<file path="src/rtl/pi_ctrl_pkg.sv">
// Shared definitions for the pi-step permutation controller: default sizing and FSM state codes.
package pi_ctrl_pkg;

  localparam int DEF_NUM_STEPS = 24;
  localparam int DEF_MAX_FIX   = 4;
  localparam int DEF_CNT_W     = 5;

  typedef logic [2:0] state_t;

  localparam state_t S_IDLE  = 3'd0;
  localparam state_t S_LOAD  = 3'd1;
  localparam state_t S_READ  = 3'd2;
  localparam state_t S_CALC  = 3'd3;
  localparam state_t S_FIX   = 3'd4;
  localparam state_t S_STEP  = 3'd5;
  localparam state_t S_WRITE = 3'd6;
  localparam state_t S_FIN   = 3'd7;

endpackage

</file>
<file path="src/rtl/pi_step_counter.sv">
// Clearable up-counter that saturates at LIMIT; used for the step count and the FIX watchdog.
module pi_step_counter #(
  parameter int W     = 5,
  parameter int LIMIT = 24
) (
  input  logic         clk,
  input  logic         rst,
  input  logic         clr,
  input  logic         inc,
  output logic [W-1:0] cnt
);

  localparam logic [W-1:0] LIM = W'(LIMIT);

  always_ff @(posedge clk) begin
    if (!rst || clr) begin
      cnt <= '0;
    end else if (inc && (cnt != LIM)) begin
      cnt <= cnt + 1'b1;
    end
  end

endmodule

</file>
<file path="src/rtl/pi_step_controller.sv">
// FSM sequencing the 5x5 lane-permutation datapath (load, then read/calc/fix/step/write per step).
// Define PI_CTRL_TIMEOUT_EN to add the FIX-loop watchdog and its sticky err flag.
module pi_step_controller
  import pi_ctrl_pkg::*;
#(
  parameter int NUM_STEPS = DEF_NUM_STEPS,
  parameter int MAX_FIX   = DEF_MAX_FIX,
  parameter int CNT_W     = DEF_CNT_W
) (
  input  logic             clk,
  input  logic             rst,
  input  logic             start,
  input  logic             sign,
  input  logic             dp_done,
  output logic             ready,
  output logic             busy,
  output logic             done_o,
  output logic             err,
  output logic [CNT_W-1:0] step_cnt,
  output logic             IJen,
  output logic             initLine,
  output logic             IJregen,
  output logic             read,
  output logic             writeVal,
  output logic             writeMemReg,
  output logic             isArith,
  output logic             ldTillPositive,
  output logic             waitCalNexti,
  output logic             update,
  output logic             write,
  output logic             enable,
  output logic             ALUop,
  output logic             fb3j,
  output logic             fbeq
);

  state_t state;
  state_t nextState;
  logic   runStart;
  logic   lastStep;
  logic   fixTimeout;

  assign runStart = (state == S_IDLE) && start;
  assign lastStep = dp_done || (step_cnt == CNT_W'(NUM_STEPS - 1));

  pi_step_counter #(
    .W     (CNT_W),
    .LIMIT (NUM_STEPS)
  ) uStepCnt (
    .clk (clk),
    .rst (rst),
    .clr (runStart),
    .inc (state == S_WRITE),
    .cnt (step_cnt)
  );

`ifdef PI_CTRL_TIMEOUT_EN
  localparam int FIX_W = $clog2(MAX_FIX + 1);

  logic [FIX_W-1:0] fixCnt;
  logic             errReg;

  // Counts FIX cycles since the last CALC; the MAX_FIX-th FIX cycle still seeing sign=1 aborts.
  pi_step_counter #(
    .W     (FIX_W),
    .LIMIT (MAX_FIX)
  ) uFixCnt (
    .clk (clk),
    .rst (rst),
    .clr (state == S_CALC),
    .inc (state == S_FIX),
    .cnt (fixCnt)
  );

  assign fixTimeout = (state == S_FIX) && sign && (fixCnt == FIX_W'(MAX_FIX - 1));

  always_ff @(posedge clk) begin
    if (!rst || runStart) begin
      errReg <= 1'b0;
    end else if (fixTimeout) begin
      errReg <= 1'b1;
    end
  end

  assign err = errReg;
`else
  logic unusedMaxFix;

  // MAX_FIX only matters when the watchdog is built in.
  assign unusedMaxFix = ^MAX_FIX;
  assign fixTimeout   = 1'b0;
  assign err          = 1'b0;
`endif

  always_ff @(posedge clk) begin
    if (!rst) begin
      state <= S_IDLE;
    end else begin
      state <= nextState;
    end
  end

  always_comb begin
    nextState = state;
    case (state)
      S_IDLE:  if (start) nextState = S_LOAD;
      S_LOAD:  nextState = S_READ;
      S_READ:  nextState = S_CALC;
      S_CALC:  nextState = sign ? S_FIX : S_STEP;
      S_FIX: begin
        if (fixTimeout)  nextState = S_FIN;
        else if (!sign)  nextState = S_STEP;
      end
      S_STEP:  nextState = S_WRITE;
      S_WRITE: nextState = lastStep ? S_FIN : S_READ;
      S_FIN:   nextState = S_IDLE;
      default: nextState = S_IDLE;
    endcase
  end

  assign ready  = (state == S_IDLE);
  assign busy   = (state != S_IDLE);
  assign enable = busy;
  assign done_o = (state == S_FIN);
  assign ALUop  = 1'b0;
  assign fb3j   = 1'b0;
  assign fbeq   = 1'b0;

  always_comb begin
    IJen           = 1'b0;
    initLine       = 1'b0;
    IJregen        = 1'b0;
    read           = 1'b0;
    writeVal       = 1'b0;
    writeMemReg    = 1'b0;
    isArith        = 1'b0;
    ldTillPositive = 1'b0;
    waitCalNexti   = 1'b0;
    update         = 1'b0;
    write          = 1'b0;
    case (state)
      S_LOAD: begin
        initLine = 1'b1;
        IJen     = 1'b1;
        IJregen  = 1'b1;
      end
      S_READ: begin
        read        = 1'b1;
        writeVal    = 1'b1;
        writeMemReg = 1'b1;
      end
      S_CALC: begin
        isArith        = 1'b1;
        ldTillPositive = 1'b1;
      end
      S_FIX: begin
        waitCalNexti   = 1'b1;
        ldTillPositive = 1'b1;
      end
      S_STEP: begin
        update  = 1'b1;
        IJregen = 1'b1;
      end
      S_WRITE: write = 1'b1;
      default: ;
    endcase
  end

endmodule

</file>
<file path="config.mk">
export PLATFORM = sky130hd
export DESIGN_NAME = pi_step_controller
export DESIGN_NICKNAME = d
export VERILOG_FILES = /design/src/rtl/pi_ctrl_pkg.sv /design/src/rtl/pi_step_counter.sv /design/src/rtl/pi_step_controller.sv
export SDC_FILE = /design/constraint.sdc
export NUM_CORES = 1
export LEC_CHECK = 0
export ABC_AREA = 1
export BUFFER_PORTS_ARGS = -buffer_cell sky130_fd_sc_hd__buf_4
export CAP_MARGIN = 10
export CORE_AREA = 2 2 39 41
export CTS_BUF_LIST = sky130_fd_sc_hd__clkbuf_2
export DETAILED_ROUTE_END_ITERATION = 6
export DIE_AREA = 0 0 41 43
export PLACE_DENSITY = 0.92
export SLEW_MARGIN = 20
export SYNTH_ARGS = -nofsm -noshare
export SYNTH_HDL_FRONTEND = slang
export SYNTH_SLANG_ARGS = --single-unit
</file>
<file path="constraint.sdc">
create_clock -name clk -period 2.36 [get_ports clk]
set_input_delay 0.118 -clock clk [delete_from_list [all_inputs] [get_ports clk]]
set_output_delay 0.118 -clock clk [all_outputs]
set_load 0.005 [all_outputs]
</file>
==> summary.md, run 1 <==
| Metric | Value |
|---|---|
| Outcome | complete, no violations |
| Buffers on Ports | 24 |
| Unrepaired setup endpoints after global routing | no |
| Drt via density | 4.81 |
| Share of layout cells above drive strength 1 | 0.356 |
| Startpoint types | register |
| Clock share of power | 0.221 |
| Sw Share | 0.339 |
| Power Dens Cells | 454 mW/mm^2 |
| Ys async rst share | 0 |
| Net Sw Power | 0.000123 W |
| Post-route ant nets | 0 |
| Vias in the first global route | 565 |
| Post-route cell area | 800 um^2 |
| Avg Synthesized Cell Area | 6.64 um^2 |
| Flops & latches, synth | 8 |
| DRC Markers | 0 |
| Critical Path Most Common Cell | inv_1 |
| Maximum number of pins on one net before global-route repair | 11 |
| Worst hold path class | in -> reg |
| Hold-fix buffers, CTS | 0 |
| Starting Density | 0.475 |
| EDFF count, synth | 0 |
| Die area | 0.00176 mm^2 |
| Final net count | 127 |
| Seq pwr share | 0.435 |
| GR Util All Layers | 0.179 |
| Crit Path Class | reg -> out |
| Comb power frac | 0.343 |
| Worst reg2reg path depth | 8 |
| Max cap viols | 0 |
| Max Clk Rate | 0.686 GHz |
| Synth area leader | dfxtp_1 |
| Sequential share of the synthesized area | 0.244 |
| Final Max Slew Viols | 0 |
| Std cell rows | 14 |
| Post-CTS Setup Repair Bufs | 0 |
| Top_reg_cell synth | dfxtp_1 |
| Worst path depth | 5 |
| Area of the multi-input gates | 372 um^2 |
| Placed cell area | 785 um^2 |
| H-tree Lvls | 1 |
| Die W | 41 um |
| Routed WL | 1.36 mm |
| Core area | 0.00138 mm^2 |
| Antenna violations before repair | 0 |
| Final Cycle Share | 0.618 |
| Peak VDD IR | 260 uV |
| Final setup vio count | 0 |
| YS warnings | 0 |
| Filler instances | 141 |
| Clock-pin slew on the worst setup and hold paths | 0.07 ns |
| Final Wtd Congestion | 0.807 |
| Clock Tree Root | clkbuf_2 |
| Die boundary height | 43 um |
| Initial drt markers | 6 |
| First-pass GRT wire length | 2.20 mm |
| Clock latency at the later pin of the worst-skew pair | 0.23 ns |
| Worst setup EP type | output port |
| Top cells by area, synth | dfxtp_1, nand2_1, buf_4, inv_1, a21oi_2 |
| Post-CTS resize count | 0 |
| Setup_tns | 0 ns |
| Post-Syn Instances | 99 |
| Post-synth cell types | 23 |
| Vias | 644 |
| Largest stage delay, worst path | 0.54 ns |
| Crit Path Max Fanout | 9 |
| DPL Wire Length | 1.11 mm |
| Cell Chain, Critical Path | inv_1 > nor2_1 > inv_1 > o22ai_1 > buf_4 |
| CTS tree | done |
| Final core occ | 0.578 |
| Int Power | 0.000240 W |
| Worst path required time | 2.24 ns |
| Longest Clk Path Bufs | 2 |
| First-pass iteration count of the detailed router | 4 |
| Avg WL per Cell | 10.1 um |
| CTS buffer count | 3 |
| Final hold violation count | 0 |
| Share of the synthesized area in the top cell type | 0.244 |
| Reg area | 160 um^2 |
| Worst Path Buf+Inv | 3 |
| Io pins | 29 |
| Fin Clk Skew | 0.00197 ns |
| P&R area growth vs syn | 21.7% |
| Mapped Area | 657 um^2 |
| Min Tclk post-route | 1.46 ns |
| Total gr overflow | 0 |
| Arrival @ worst endpoint | 1.34 ns |
| Worst path top cell family by delay | flip-flops |
| Clock Sinks | 8 |
| CP max stage cell | dfxtp_1 |
| # diodes | 0 |
| Static Leakage | 0.378 nW |
| Hold path cells | 3 |
## per-layer routing
| metal | up-vias | global-route usage | wire length (um) | part of all wire |
|---|---|---|---|---|
| met4 | 0 | 0.0600 | 8 | 0.0059 |
| met1 | 283 | 0.218 | 573 | 0.42 |
| li1 | 333 | - | - | - |
| met5 | - | 0 | 0 | 0 |
| met3 | 2 | 0.0628 | 102 | 0.075 |
| met2 | 26 | 0.281 | 675 | 0.50 |
## metrics by stage
stage	cells	hold WS, ns	power [W]	setup WS (ns)
global route	134	0.139	0.000392	0.775
detailed placement	131	0.404	0.000287	1.10
finish	134	0.150	0.000363	0.902
CTS	134	0.146	0.000367	0.895
floorplan	102	0.239	0.000247	1.20
global placement	131	0.396	0.000284	1.13
## Yosys cell counts (all sizes together) (2+ instances only)
| master | n |
|---|---|
| nand4 | 3 |
| nor3 | 2 |
| nand3 | 6 |
| nand2 | 28 |
| a21oi | 6 |
| buf | 10 |
| nor2 | 14 |
| inv | 14 |
| ha | 2 |
| dfxtp | 8 |
## path summary, 6_finish.rpt
kind                                              startpoint                      endpoint  slack [ns]
worst min register to register  uStepCnt.cnt[1]$_SDFFE_PP0P_  uStepCnt.cnt[1]$_SDFFE_PP0P_        0.56
worst min-delay path                                     rst         state[1]$_SDFFE_PN0P_        0.15
worst max register to register  uStepCnt.cnt[0]$_SDFFE_PP0P_  uStepCnt.cnt[3]$_SDFFE_PP0P_        1.07
worst max-delay path                   state[2]$_SDFFE_PN0P_                ldTillPositive        0.90
## logic make-up after synthesis
kind of cell	Yosys count	synth area share
AO/OA/AOI/OAI	9	0.103
adder cells (fa/ha/maj)	2	0.0381
buffers and inverters	25	0.208
flip-flops	8	0.244
other	1	0.00571
AND/OR/NAND/NOR	54	0.402
## power by group through the flow
stage | Clock (W) | Sequential [W] | Combinational, W
6_report | 0.0000803 | 0.000158 | 0.000125
5_1_grt | 0.0000905 | 0.000160 | 0.000141
2_1_floorplan | 0 | 0.000152 | 0.0000954
4_1_cts | 0.0000827 | 0.000158 | 0.000127
3_5_place_dp | 0 | 0.000161 | 0.000126
3_3_place_gp | 0 | 0.000160 | 0.000123
## flip-flops by register name, summed over array words and instances (netlist names)
name / flops
state: 3
uStepCnt.cnt: 5
## worst register-to-register path, stage by stage (launching register included)
cell	delay, ns
dfxtp_1	0.43
inv_1	0.09
ha_1	0.20
nand2_1	0.08
inv_1	0.04
nand2_1	0.07
nand2_1	0.12
nand2_1	0.11
a21oi_2	0.06
## cell type report
type                       instances  area share
multi-input combinational         69       0.465
timing repair buffer              24       0.225
sequential                         8       0.200
inverter                          14      0.0657
tap                               16      0.0250
clock buffer                       3      0.0188
## cell usage in the layout (no fill, tap or decap), drive strengths merged
cell and n:
nand3 6, clkbuf 3, a21oi 6, buf 24
ha 2, nand3b 1, nor2 14, o22ai 1
nand4 3, dfxtp 8, nand2 28, a21boi 1
inv 14, conb 4, nor3 2, o21ai 1
No activity file was read; power rests on OpenSTA's default activity.
==> run 2: changes to the inputs <==
--- a/config.mk
+++ b/config.mk
@@ -8,11 +8,10 @@
 export ABC_AREA = 1
 export BUFFER_PORTS_ARGS = -buffer_cell sky130_fd_sc_hd__buf_4
 export CAP_MARGIN = 10
-export CORE_AREA = 2 2 39 41
+export CORE_UTILIZATION = 48
 export CTS_BUF_LIST = sky130_fd_sc_hd__clkbuf_2
 export DETAILED_ROUTE_END_ITERATION = 6
-export DIE_AREA = 0 0 41 43
-export PLACE_DENSITY = 0.92
+export PLACE_DENSITY = 0.9
 export SLEW_MARGIN = 20
 export SYNTH_ARGS = -nofsm -noshare
 export SYNTH_HDL_FRONTEND = slang
==> constraint.sdc (replaced) <==
create_clock -name clk -period 1.4 [get_ports clk]
set_input_delay 0.07 -clock clk [delete_from_list [all_inputs] [get_ports clk]]
set_output_delay 0.07 -clock clk [all_outputs]
set_load 0.005 [all_outputs]
==> summary.md, run 2 (same netlist as run 1, synthesis figures left out) <==
| Metric | Value |
|---|---|
| Largest registers | uStepCnt.cnt (5), state (3) |
| Int Power | 0.000413 W (+72%) |
| Peak VDD IR | 594 uV (+130%) |
| Final Wtd Congestion | 0.858 (+6.4%) |
| Clock Tree Root | clkbuf_2 |
| Longest Clk Path Bufs | 2 (unchanged) |
| Cell Chain, Critical Path | inv_1 > ha_1 > nand2_1 > inv_1 > nand2_1 > nand2_1 > nand2_1 > a21oi_2 |
| First-pass iteration count of the detailed router | 4 (unchanged) |
| Seq pwr share | 0.422 (-0.013) |
| Routed WL | 1.53 mm (+13%) |
| Comb power frac | 0.355 (+0.012) |
| Setup_tns | 0 ns (unchanged) |
| Final Max Slew Viols | 0 (unchanged) |
| Met2 GRT Util | 0.367 (+0.0854) |
| Post-CTS resize count | 0 (unchanged) |
| Share of layout cells above drive strength 1 | 0.408 (+0.0524) |
| Max Clk Rate | 0.781 GHz |
| Hold-fix buffers, CTS | 0 (unchanged) |
| Final core occ | 0.694 (+0.116) |
| First-pass GRT wire length | 2.38 mm (+8.1%) |
| Final hold violation count | 0 (unchanged) |
| Crit Path Max Fanout | 6 (-3) |
| Min Tclk post-route | 1.28 ns |
| Net Sw Power | 0.000229 W (+86%) |
| Total Power | 0.000641 W (+77%) |
| Arrival @ worst endpoint | 1.42 ns (+0.08 ns) |
| Starting Density | 0.554 (+0.0791) |
| Drt via density | 5.17 (+7.6%) |
| Largest register by flop count | uStepCnt.cnt |
| Max cap viols | 0 (unchanged) |
| Outcome | complete, no violations |
| M1 GR Usage | 0.310 (+0.0921) |
| Filler instances | 102 (-28%) |
| Clock Sinks | 8 (unchanged) |
| Worst reg2reg path depth | 8 (unchanged) |
| Clock-pin slew on the worst setup and hold paths | 0.08 ns (about the same) |
| Unrepaired setup endpoints after global routing | no |
| Total gr overflow | 0 (unchanged) |
| R2R Setup Slk | 0.12 ns (-0.95 ns) |
| Hold path cells | 3 (unchanged) |
| Final Cycle Share | 0.914 |
| Clock share of power | 0.222 (about the same) |
| Power Dens Cells | 779 mW/mm^2 (+72%) |
| Fin Clk Skew | 0.000455 ns (-0.00152 ns) |
| Worst setup EP type | register |
| Reg2Reg Launch Point | uStepCnt.cnt[0]$_SDFFE_PP0P_ |
| Worst path required time | 1.54 ns (-0.70 ns) |
| Largest stage delay, worst path | 0.38 ns (-0.16 ns) |
| Vias | 693 (+7.6%) |
| Crit Path Class | reg -> reg |
| Maximum number of pins on one net before global-route repair | 11 (unchanged) |
| CP max stage cell | dfxtp_2 |
| Die W | 39.0 um (-4.9%) |
| R2r endpoint | uStepCnt.cnt[4]$_SDFFE_PP0P_ |
| Top Usage Layer GRT | met2 |
| Std cell rows | 12 (-2) |
| Post-route ant nets | 0 (unchanged) |
| Commonest non-fill, non-tap cell in the layout | buf_4 |
| Avg WL per Cell | 11.4 um (+13%) |
| Final setup vio count | 0 (unchanged) |
| Startpoint types | register |
| Static Leakage | 0.392 nW (+3.8%) |
| Final net count | 129 (+1.6%) |
| Die boundary height | 39.0 um (-9.3%) |
| CTS buffer count | 3 (unchanged) |
| Global Route met3 Usage | 0.0694 (+0.00654) |
| CTS tree | done |
| Hold Crit Endpoint | state[1]$_SDFFE_PN0P_ |
| Vias in the first global route | 542 (-4.1%) |
| Post-CTS Setup Repair Bufs | 0 (unchanged) |
| # diodes | 0 (unchanged) |
| Clock latency at the later pin of the worst-skew pair | 0.24 ns (about the same) |
| Die area | 0.00152 mm^2 (-14%) |
| P&R area growth vs syn | 25.3% |
| Buffers on Ports | 24 (unchanged) |
| DPL Wire Length | 1.16 mm (+3.7%) |
| DRC Markers | 0 (unchanged) |
| GR Util All Layers | 0.237 (+0.0578) |
| Io pins | 29 (unchanged) |
| H-tree Lvls | 1 (unchanged) |
| Antenna violations before repair | 0 (unchanged) |
| Initial drt markers | 23 (+17) |
| Commonest cells after routing, fill and taps aside | buf_4, nand2_1, inv_1 |
| Worst hold path class | in -> reg |
| Hold wc startpoint | rst |
| Max reg flops | 5 (unchanged) |
| Sw Share | 0.357 (+0.0176) |
| Core area | 0.00119 mm^2 (-14%) |
| Critical Path Most Common Cell | nand2_1 |
-- run 2: per-layer routing --
| metal | vias to the layer above | share of wire |
|---|---|---|
| met5 | - | 0 |
| met4 | 0 | 0.0033 |
| met3 | 2 | 0.063 |
| met2 | 26 | 0.51 |
| met1 | 327 | 0.43 |
| li1 | 338 | - |
-- run 2: worst max path at each step --
stage          cells after the start  slack (ns)                    startpoint                            to
6_report                           8        0.12  uStepCnt.cnt[0]$_SDFFE_PP0P_  uStepCnt.cnt[4]$_SDFFE_PP0P_
5_1_grt                            3        0.02         state[1]$_SDFFE_PN0P_                          read
4_1_cts                            5        0.03         state[0]$_SDFFE_PN0P_                        enable
3_5_place_dp                       8        0.12  uStepCnt.cnt[0]$_SDFFE_PP0P_  uStepCnt.cnt[4]$_SDFFE_PP0P_
3_3_place_gp                       8        0.21  uStepCnt.cnt[0]$_SDFFE_PP0P_  uStepCnt.cnt[0]$_SDFFE_PP0P_
2_1_floorplan                      8        0.24  uStepCnt.cnt[0]$_SDFFE_PP0P_  uStepCnt.cnt[3]$_SDFFE_PP0P_
-- run 2: power groups by stage --
stage | clock network [W] | registers (W) | logic, W
CTS | 0.000141 | 0.000265 | 0.000227
detailed placement | 0 | 0.000270 | 0.000223
floorplan | 0 | 0.000256 | 0.000161
global route | 0.000159 | 0.000275 | 0.000251
finish | 0.000142 | 0.000271 | 0.000228
global placement | 0 | 0.000268 | 0.000216
-- run 2: critical path, delay by kind of cell (launching register included) --
kind | cells | cell delay, ns
adder cells (fa/ha/maj) | 1 | 0.20
AO/OA/AOI/OAI | 1 | 0.05
AND/OR/NAND/NOR | 4 | 0.42
flip-flops | 1 | 0.38
buffers and inverters | 2 | 0.12
-- run 2: through the flow --
| step | setup slack [ns] | std cells | cell area [um^2] | hold slack [ns] |
|---|---|---|---|---|
| global placement | 0.207 | 131 | 797 | 0.340 |
| CTS | 0.0255 | 134 | 812 | 0.107 |
| detailed placement | 0.119 | 131 | 797 | 0.361 |
| floorplan | 0.240 | 102 | 668 | 0.191 |
| global route | 0.0209 | 134 | 823 | 0.0862 |
| finish | 0.120 | 134 | 823 | 0.0944 |
-- run 2: cell type report --
class | instances | area [um^2] | share of cell area
Inverter | 14 | 52.6 | 0.0638
Sequential cell | 8 | 166 | 0.202
Clock buffer | 3 | 15.0 | 0.0182
Multi-Input combinational cell | 69 | 377 | 0.457
Tap cell | 14 | 17.5 | 0.0213
Timing Repair Buffer | 26 | 195 | 0.237
